[src/rtl/dice_roll_reader.sv]
// Dice roll reader: turns raw LFSR nibbles into an unbiased die face by rejection sampling.
// Results are presented as binary, BCD and two 7-segment digits.
//
// state   | meaning
// IDLE    | waiting for roll_req; outputs hold last result
// DRAW_LO | waiting for a nibble for value[3:0]
// DRAW_HI | waiting for a nibble whose bit 0 becomes value[4] (d20 only)
// CHECK   | accept, retry or fall back
// OUT     | one-cycle done pulse with freshly registered outputs
module dice_roll_reader #(
    parameter int MAX_RETRY = 15,
    parameter int RETRY_W   = 8
) (
    input  logic       i_clk,
    input  logic       i_rst,
    input  logic [3:0] i_rnd_in,
    input  logic       i_rnd_valid,
    input  logic       i_roll_req,
    input  logic [2:0] i_die_sel,
    output logic       o_busy,
    output logic       o_done,
    output logic [4:0] o_result,
    output logic [3:0] o_bcd_tens,
    output logic [3:0] o_bcd_ones,
    output logic [6:0] o_seg_tens,
    output logic [6:0] o_seg_ones,
    output logic       o_biased
);

    localparam logic [2:0] S_IDLE    = 3'd0;
    localparam logic [2:0] S_DRAW_LO = 3'd1;
    localparam logic [2:0] S_DRAW_HI = 3'd2;
    localparam logic [2:0] S_CHECK   = 3'd3;
    localparam logic [2:0] S_OUT     = 3'd4;

    localparam logic [RETRY_W-1:0] RETRY_LIMIT = RETRY_W'(MAX_RETRY);

    logic [2:0]         r_state;
    logic [4:0]         r_n;
    logic [2:0]         r_w;
    logic [4:0]         r_value;
    logic [RETRY_W-1:0] r_retry;
    logic               r_done;
    logic [4:0]         r_result;
    logic [3:0]         r_bcd_tens;
    logic [3:0]         r_bcd_ones;
    logic [6:0]         r_seg_tens;
    logic [6:0]         r_seg_ones;
    logic               r_biased;

    logic [4:0] w_sel_n;
    logic [2:0] w_sel_w;
    logic [3:0] w_mask;
    logic       w_accept;
    logic       w_exhausted;
    logic [4:0] w_face;
    logic [3:0] w_tens;
    logic [4:0] w_ones_full;
    logic [3:0] w_ones;

    function automatic logic [6:0] seg7(input logic [3:0] d);
        logic [6:0] s;
        case (d)
            4'd0:    s = 7'h3F;
            4'd1:    s = 7'h06;
            4'd2:    s = 7'h5B;
            4'd3:    s = 7'h4F;
            4'd4:    s = 7'h66;
            4'd5:    s = 7'h6D;
            4'd6:    s = 7'h7D;
            4'd7:    s = 7'h07;
            4'd8:    s = 7'h7F;
            4'd9:    s = 7'h6F;
            default: s = 7'h00;
        endcase
        return s;
    endfunction

    // Face count and draw width for the requested die; codes 6/7 fall back to d6.
    always_comb begin
        w_sel_n = 5'd6;
        w_sel_w = 3'd3;
        case (i_die_sel)
            3'd0: begin w_sel_n = 5'd4;  w_sel_w = 3'd2; end
            3'd1: begin w_sel_n = 5'd6;  w_sel_w = 3'd3; end
            3'd2: begin w_sel_n = 5'd8;  w_sel_w = 3'd3; end
            3'd3: begin w_sel_n = 5'd10; w_sel_w = 3'd4; end
            3'd4: begin w_sel_n = 5'd12; w_sel_w = 3'd4; end
            3'd5: begin w_sel_n = 5'd20; w_sel_w = 3'd5; end
            default: begin w_sel_n = 5'd6; w_sel_w = 3'd3; end
        endcase
    end

    always_comb begin
        w_mask = 4'hF;
        case (r_w)
            3'd2:    w_mask = 4'h3;
            3'd3:    w_mask = 4'h7;
            default: w_mask = 4'hF;
        endcase
    end

    // value < 2N always holds, so the fallback face stays within 1..N.
    always_comb begin
        w_accept    = (r_value < r_n);
        w_exhausted = (r_retry == RETRY_LIMIT);
        w_face      = w_accept ? (r_value + 5'd1) : (r_value - r_n + 5'd1);
        if (w_face >= 5'd20) begin
            w_tens      = 4'd2;
            w_ones_full = w_face - 5'd20;
        end else if (w_face >= 5'd10) begin
            w_tens      = 4'd1;
            w_ones_full = w_face - 5'd10;
        end else begin
            w_tens      = 4'd0;
            w_ones_full = w_face;
        end
        w_ones = w_ones_full[3:0];
    end

    always_ff @(posedge i_clk) begin
        if (i_rst) begin
            r_state    <= S_IDLE;
            r_n        <= 5'd0;
            r_w        <= 3'd0;
            r_value    <= 5'd0;
            r_retry    <= '0;
            r_done     <= 1'b0;
            r_result   <= 5'd0;
            r_bcd_tens <= 4'd0;
            r_bcd_ones <= 4'd0;
            r_seg_tens <= 7'd0;
            r_seg_ones <= 7'd0;
            r_biased   <= 1'b0;
        end else begin
            r_done <= 1'b0;
            case (r_state)
                S_IDLE: begin
                    if (i_roll_req) begin
                        r_n     <= w_sel_n;
                        r_w     <= w_sel_w;
                        r_retry <= '0;
                        r_state <= S_DRAW_LO;
                    end
                end
                S_DRAW_LO: begin
                    if (i_rnd_valid) begin
                        if (r_w == 3'd5) begin
                            r_value <= {1'b0, i_rnd_in};
                            r_state <= S_DRAW_HI;
                        end else begin
                            r_value <= {1'b0, i_rnd_in & w_mask};
                            r_state <= S_CHECK;
                        end
                    end
                end
                S_DRAW_HI: begin
                    if (i_rnd_valid) begin
                        r_value[4] <= i_rnd_in[0];
                        r_state    <= S_CHECK;
                    end
                end
                S_CHECK: begin
                    if (w_accept || w_exhausted) begin
                        r_result   <= w_face;
                        r_bcd_tens <= w_tens;
                        r_bcd_ones <= w_ones;
                        r_seg_tens <= (w_tens == 4'd0) ? 7'h00 : seg7(w_tens);
                        r_seg_ones <= seg7(w_ones);
                        r_biased   <= ~w_accept;
                        r_done     <= 1'b1;
                        r_state    <= S_OUT;
                    end else begin
                        r_retry <= r_retry + 1'b1;
                        r_state <= S_DRAW_LO;
                    end
                end
                S_OUT: begin
                    r_state <= S_IDLE;
                end
                default: begin
                    r_state <= S_IDLE;
                end
            endcase
        end
    end

    assign o_busy     = (r_state != S_IDLE);
    assign o_done     = r_done;
    assign o_result   = r_result;
    assign o_bcd_tens = r_bcd_tens;
    assign o_bcd_ones = r_bcd_ones;
    assign o_seg_tens = r_seg_tens;
    assign o_seg_ones = r_seg_ones;
    assign o_biased   = r_biased;

endmodule

[config.mk]
export PLATFORM = sky130hd
export DESIGN_NAME = dice_roll_reader
export DESIGN_NICKNAME = d
export VERILOG_FILES = /design/src/rtl/dice_roll_reader.sv
export SDC_FILE = /design/constraint.sdc
export NUM_CORES = 1
export LEC_CHECK = 0
export ABC_CLOCK_PERIOD_IN_PS = 4400
export BUFFER_PORTS_ARGS = -buffer_cell sky130_fd_sc_hd__buf_2
export CAP_MARGIN = 0
export CORE_UTILIZATION = 56
export CTS_BUF_LIST = sky130_fd_sc_hd__clkbuf_4 sky130_fd_sc_hd__clkbuf_8 sky130_fd_sc_hd__clkbuf_16
export DETAILED_ROUTE_END_ITERATION = 7
export PLACE_DENSITY = 0.79
export SLEW_MARGIN = 15
export SYNTH_ARGS = -nofsm -noshare
export SYNTH_HDL_FRONTEND = slang
export SYNTH_SLANG_ARGS = --single-unit
[constraint.sdc]
create_clock -name i_clk -period 4.4 [get_ports i_clk]
set_input_delay 0.88 -clock i_clk [delete_from_list [all_inputs] [get_ports i_clk]]
set_output_delay 0.88 -clock i_clk [all_outputs]
set_load 0.05 [all_outputs]
==> impl_metrics.tcl, run 1 <==
set metrics [dict create \
    grt_max_degree 38 \
    synth.ff_latch_count 43 \
    worst_r2r_path_depth 18 \
    wl_met3_um 231 \
    outcome "completed" \
    die_y_um 69.0 \
    min_period_over_period_pct 91.2 \
    clk_path_buf_depth 2 \
    hold_depth 2 \
    die-area_sq_um 4770 \
    m1WireLength_um 2410 \
    rows 24 \
    antenna_found_initial 0 \
    first_pass_iters 4 \
    ir_drop_uv 289 \
    clock_sinks 43 \
    diodes 0 \
    via_per_inst 5.67 \
    wl_met2_um 2420 \
    end_kind "flip-flop" \
    max_slew.worst_pin.slew_ns 0.673 \
    clock_latency_ns 0.30 \
    layout-drive-gt1-share_pct 20.0 \
    skew_ns 0.00851 \
    yosys_most_used_dff "dfxtp_1" \
    numPortBuffers 37 \
    holdPathEnd "o_result[2]$_SDFFE_PP0P_" \
    cp_data_required_time_ns 4.61 \
    arrival_ns 4.22 \
    highest_layer "met4" \
    drv_cap 0 \
    synth_area_leaders "dfxtp_1 (34%), ha_1 (9.4%), nor2_1 (5.2%)" \
    relSlewSlack_pct 54.9 \
    clk_pin_slew_ns 0.08 \
    finalInstanceArea_sq_um 2810 \
    hp-class "reg -> reg" \
    synth.top_cell.area_share_pct 34.2 \
    cp_max_fo 6 \
    die_x_um 69.0 \
    cts_tree "done" \
    whs_ns 0.458 \
    critical_path_class "reg -> reg" \
    fin_crit_ns 4.01 \
    place_hpwl_um 3780 \
    synth-async-reset-ratio_pct 0 \
    root_buffer "clkbuf_8" \
    boundaryPins 41 \
    rr_startpoint "r_value[1]$_SDFFE_PP0P_" \
    dpl_cell_area_sq_um 2700 \
    ant_nets 0 \
    hold_viol_final 0 \
    syn_inst 302 \
    max_freq_ghz 0.249 \
    ys_seq_area_share_pct 34.2 \
    grt_pass1_vias 2038 \
    rsz0062_at_grt "false" \
    synthDistinctLibCells 56 \
    report.final.setup_viol 0 \
    rr_endpoint "o_seg_ones[6]$_SDFFE_PP0P_" \
    grt_first_pass_wirelength_um 9000 \
    cts_buffers 5 \
    ys_warn_count 0 \
    synth_area_sq_um 2520 \
    area_growth_pct 11.8 \
    drtIter0Drc 222 \
    tns_ns 0 \
    final_nets 366 \
    start_util_pct 58.2 \
    gp_congestion 0.892 \
    remaining_drc_errors 0 \
    synth_area_per_cell_sq_um 8.33 \
    h-tree-depth 2 \
    overflow 0 \
    critPathLaunchType "flip-flop" \
    vias 2195 \
    min_from "o_result[2]$_SDFFE_PP0P_" \
    yosysTopAreaCell "dfxtp_1" \
    wl_um 5120 \
    fp.coreArea_sq_um 4320 \
    synth_edf_count 0 \
    grt_usage_pct 22.8 \
    p_leak_uw 0.00119 \
    powerDensity_nw_per_um2 380 \
    wl_per_cell_um 13.2 \
    r2r_setup_slack_ns 0.39 \
    slew_viol_final 0 \
]
cell families (layout without fill, tap and decap cells):
group	count (synthesis)	count (layout)	share of synthesized area [%]
fa+ha+maj	21	21	11.0
compound gates	68	68	18.7
mux	5	5	2.24
other cells	1	3	0.149
simple gates	121	121	23.9
xor+xnor	8	8	3.08
buf+inv	35	66	6.66
flops	43	43	34.2
cell type report:
cell class | instances | area, sq um
Fill cell | 396 | 1510
Multi-Input combinational cell | 226 | 1510
Sequential cell | 43 | 861
Timing Repair Buffer | 44 | 238
Clock buffer | 5 | 68.8
Tap cell | 52 | 65.1
Inverter | 14 | 52.6
Clock inverter | 3 | 20.0
through the flow:
step | std cells | setup slack [ns] | utilization [%] | total power, uW
2_1_floorplan | 304 | 0.627 | - | 721
3_3_place_gp | 377 | 0.546 | 62.5 | 793
3_5_place_dp | 377 | 0.356 | 62.5 | 799
4_1_cts | 385 | 0.315 | 64.5 | 1050
5_1_grt | 387 | 0.0237 | 65.1 | 1140
6_report | 387 | 0.386 | 65.1 | 1070
synth_stat cells (all sizes together) (6+ instances only):
| cell | n |
|---|---|
| buf | 12 |
| inv | 14 |
| clkbuf | 9 |
| ha | 19 |
| nor2 | 35 |
| nor4 | 8 |
| xor2 | 6 |
| a21oi | 21 |
| o21ai | 8 |
| nor3 | 13 |
| nand3 | 8 |
| a211oi | 15 |
| nand2 | 28 |
| dfxtp | 43 |
worst max-delay path by stage:
stage	from	to	slack [ns]	cells past startpoint
2_1_floorplan	r_value[1]$_SDFFE_PP0P_	o_seg_ones[3]$_SDFFE_PP0P_	0.63	16
3_3_place_gp	r_value[1]$_SDFFE_PP0P_	o_seg_ones[3]$_SDFFE_PP0P_	0.55	15
3_5_place_dp	r_value[1]$_SDFFE_PP0P_	o_seg_ones[6]$_SDFFE_PP0P_	0.36	17
4_1_cts	r_value[1]$_SDFFE_PP0P_	o_seg_ones[6]$_SDFFE_PP0P_	0.31	17
5_1_grt	r_value[1]$_SDFFE_PP0P_	o_seg_ones[6]$_SDFFE_PP0P_	0.02	18
6_report	r_value[1]$_SDFFE_PP0P_	o_seg_ones[6]$_SDFFE_PP0P_	0.39	18
layout by cell type, fill, tap and decap left out, drive strengths merged, types with 6 or more instances in the layout:
cell    Yosys  final
nand2      28     28
dfxtp      43     43
xor2        6      6
inv        14     14
ha         19     19
nor2       35     35
a21oi      21     21
nor4        8      8
nor3       13     13
o21ai       8      8
buf        12     44
a211oi     15     15
nand3       8      8
where the power goes:
group          leakage [uW]  internal, uW  switching [uW]
Sequential         0.000348           402            11.1
Combinational      0.000804           161             245
Clock             0.0000402           110             139
Total               0.00119           673             396
critical path, cell delays in order, from the launching register on:
cell,delay (ns)
dfxtp_1,0.34
inv_1,0.07
ha_1,0.22
inv_1,0.07
fa_1,0.42
a31o_2,0.29
or2_2,0.32
o21ai_1,0.17
ha_1,0.23
a211oi_1,0.08
nor4_1,0.32
or2_2,0.20
mux2i_1,0.12
xnor2_2,0.34
inv_1,0.15
ha_1,0.21
inv_1,0.06
nor3_1,0.05
nor4_1,0.26
flip-flops by register name, indices dropped and copies added, names as in the netlist:
name	count
o_biased	1
o_done	1
r_w	3
r_value	5
o_seg_ones	7
o_bcd_ones	3
o_result	5
o_seg_tens	2
o_bcd_tens	1
r_state	3
r_n	4
r_retry	8
layer usage:
metal	vias to the layer above	track usage, %
li1	1136	-
met1	1006	30.5
met2	47	36.8
met3	6	4.24
met4	0	7.71
met5	-	0
timing repair:
action                                  4_1_cts  5_1_grt
resized for setup                             0        2
hold buffers                                  0        0
setup buffers                                 0        2
endpoints found under the setup margin        0        6
Power figures use the tool's default switching activity.
==> run 2: changes to the inputs <==
ABC_CLOCK_PERIOD_IN_PS = 4950   (was 4400)
CORE_UTILIZATION = 61   (was 56)
PLACE_DENSITY = 0.85   (was 0.79)
clock period = 4.95 ns   (was 4.4 ns; I/O delays follow)
==> run 2 against run 1 <==
Design area down 1.5%. Clock-buffer cell count up 1. First-iteration DRC count down 68%. Highest routed layer unchanged. Worst setup slack better by 0.19 ns. Global-route usage up 3.9 points. Sequential share of layout area up 0.46 points. Combinational power down 17%. Via count about the same. Wire length up 2.0%. Core utilization up 7.9 points.
==> impl_metrics.tcl, run 2 (synthesis gave the netlist of run 1 again) <==
set metrics [dict create \
    via_per_inst 5.81 \
    p_leak_uw 0.00117 \
    hp-class "reg -> reg" \
    layout-drive-gt1-share_pct 18.8 \
    crit_family "adder cells" \
    grt_pass1_vias 2125 \
    clock_latency_ns 0.30 \
    final_nets 361 \
    finalPower_uw 944 \
    n_fill_cell 318 \
    vias 2196 \
    root_buffer "clkbuf_8" \
    start_util_pct 66.2 \
    crit_path_frequent_cell "inv_1" \
    setup_slack_ns 0.574 \
    wl_um 5230 \
    die_y_um 66.2 \
    cts_hold_buffers 0 \
    clk_pin_slew_ns 0.09 \
    drv_cap 0 \
    skew_ns 0.0102 \
    end_kind "flip-flop" \
    first_pass_iters 4 \
    boundaryPins 41 \
    outcome "completed" \
    ir_drop_uv 264 \
    cts_resized 0 \
    diodes 0 \
    gp_congestion 0.916 \
    fin_crit_ns 4.38 \
    regMostFlops "r_retry" \
    multiInputGateArea_sq_um 1500 \
    place_ws_ns 0.596 \
    final_common_cell "dfxtp_1" \
    numPortBuffers 37 \
    cts_tree "done" \
    tns_ns 0 \
    cp_max_fo 13 \
    slew_viol_final 0 \
    grt_max_degree 38 \
    largest_reg_flops 8 \
    most-common-layout-cells "dfxtp_1 (43), buf_2 (37), nor2_1 (35)" \
    die_x_um 66.2 \
    ant_nets 0 \
    relSlewSlack_pct 56.7 \
    max_slew.worst_pin.slew_ns 0.650 \
    worst_r2r_path_depth 19 \
    report.final.setup_viol 0 \
    min_period_over_period_pct 88.4 \
    arrival_ns 4.58 \
    min_from "o_bcd_ones[3]$_SDFFE_PP0P_" \
    cts_setup_buffers 0 \
    ff_latch_area_sq_um 861 \
    critical_path_class "reg -> reg" \
    place_hpwl_um 3860 \
    clk_path_buf_depth 2 \
    r2r_setup_slack_ns 0.57 \
    antenna_found_initial 0 \
    slowest_stage "mux2i_1" \
    die-area_sq_um 4390 \
    grt_first_pass_wirelength_um 8980 \
    holdPathEnd "o_bcd_ones[3]$_SDFFE_PP0P_" \
    hold_depth 2 \
    path_buf_inv 6 \
    fp.coreArea_sq_um 3800 \
    area_growth_pct 10.2 \
    cts_buffers 5 \
    clock_sinks 43 \
    cp_data_required_time_ns 5.16 \
    rows 22 \
    rr_startpoint "r_value[1]$_SDFFE_PP0P_" \
    crit_chain "inv_1 -> ha_1 -> inv_1 -> fa_1 -> a31oi_2 -> buf_4 -> mux2i_1 -> inv_1 -> ha_1 -> a211oi_1 -> nor4_1 -> or2_2 -> mux2i_1 -> xnor2_2 -> inv_1 -> ha_1 -> inv_1 -> nor3_1 -> nor4_1" \
    rr_endpoint "o_seg_ones[6]$_SDFFE_PP0P_" \
    slowest_delay_ns 0.54 \
    critPathLaunchType "flip-flop" \
    overflow 0 \
    grt_usage_pct 26.7 \
    rsz0062_at_grt "false" \
    remaining_drc_errors 0 \
    fin_util_pct 73.0 \
    wl_per_cell_um 13.8 \
    drtIter0Drc 71 \
    h-tree-depth 2 \
    powerDensity_nw_per_um2 341 \
    hold_viol_final 0 \
    max_freq_ghz 0.229 \
]
[run 2: cell types whose count changed in the layout (fill, tap and decap cells not counted), sizes merged]
cell	before	now
buf	44	39
clkbuf	5	6
clkinvlp	2	1
[run 2: how the worst max path moves through the flow]
stage | start | endpoint | cells after the start
floorplan | r_value[1]$_SDFFE_PP0P_ | o_seg_ones[3]$_SDFFE_PP0P_ | 16
global placement | r_value[1]$_SDFFE_PP0P_ | o_seg_ones[3]$_SDFFE_PP0P_ | 17
finish | r_value[1]$_SDFFE_PP0P_ | o_seg_ones[6]$_SDFFE_PP0P_ | 19
global route | r_value[1]$_SDFFE_PP0P_ | o_seg_ones[5]$_SDFFE_PP0P_ | 19
CTS | r_value[1]$_SDFFE_PP0P_ | o_seg_ones[6]$_SDFFE_PP0P_ | 19
detailed placement | r_value[1]$_SDFFE_PP0P_ | o_seg_ones[6]$_SDFFE_PP0P_ | 19
[run 2: through the flow]
step           area [sq um]  hold slack, ns  instances
2_1_floorplan          2520           0.445        304
3_3_place_gp           2670           0.446        370
3_5_place_dp           2670           0.448        370
4_1_cts                2770           0.463        378
5_1_grt                2770           0.492        378
6_report               2770           0.463        378
[run 2: power breakdown]
| part | internal (uW) | switching (uW) | total [uW] |
|---|---|---|---|
| logic | 123 | 213 | 336 |
| clock network | 114 | 126 | 240 |
| registers | 357 | 11.2 | 368 |
| total | 594 | 350 | 944 |
[run 2: worst reg2reg max path, delay by kind of cell, from the launching register on]
family	cells	cell delay (ns)
AOI/OAI and AO/OA	2	0.44
xor gates and xnor gates	1	0.24
adders and majority gates	4	1.04
buffers and inverters	6	0.67
DFF	1	0.34
muxes	2	0.82
and+or+nand+nor	4	0.73
[run 2: area by class of cell]
class | count | area share, %
Clock buffer | 6 | 2.98
Clock inverter | 2 | 0.587
Inverter | 14 | 1.90
Multi-Input combinational cell | 226 | 54.1
Sequential cell | 43 | 31.0
Tap cell | 48 | 2.17
Timing Repair Buffer | 39 | 7.22
[run 2: metal layers]
metal / vias up / GRT usage [%] / routed length (um)
met5: - / 0 / 0
met1: 1021 / 31.3 / 2470
met2: 38 / 46.2 / 2490
li1: 1127 / - / -
met4: 0 / 11.4 / 89
met3: 10 / 5.86 / 179
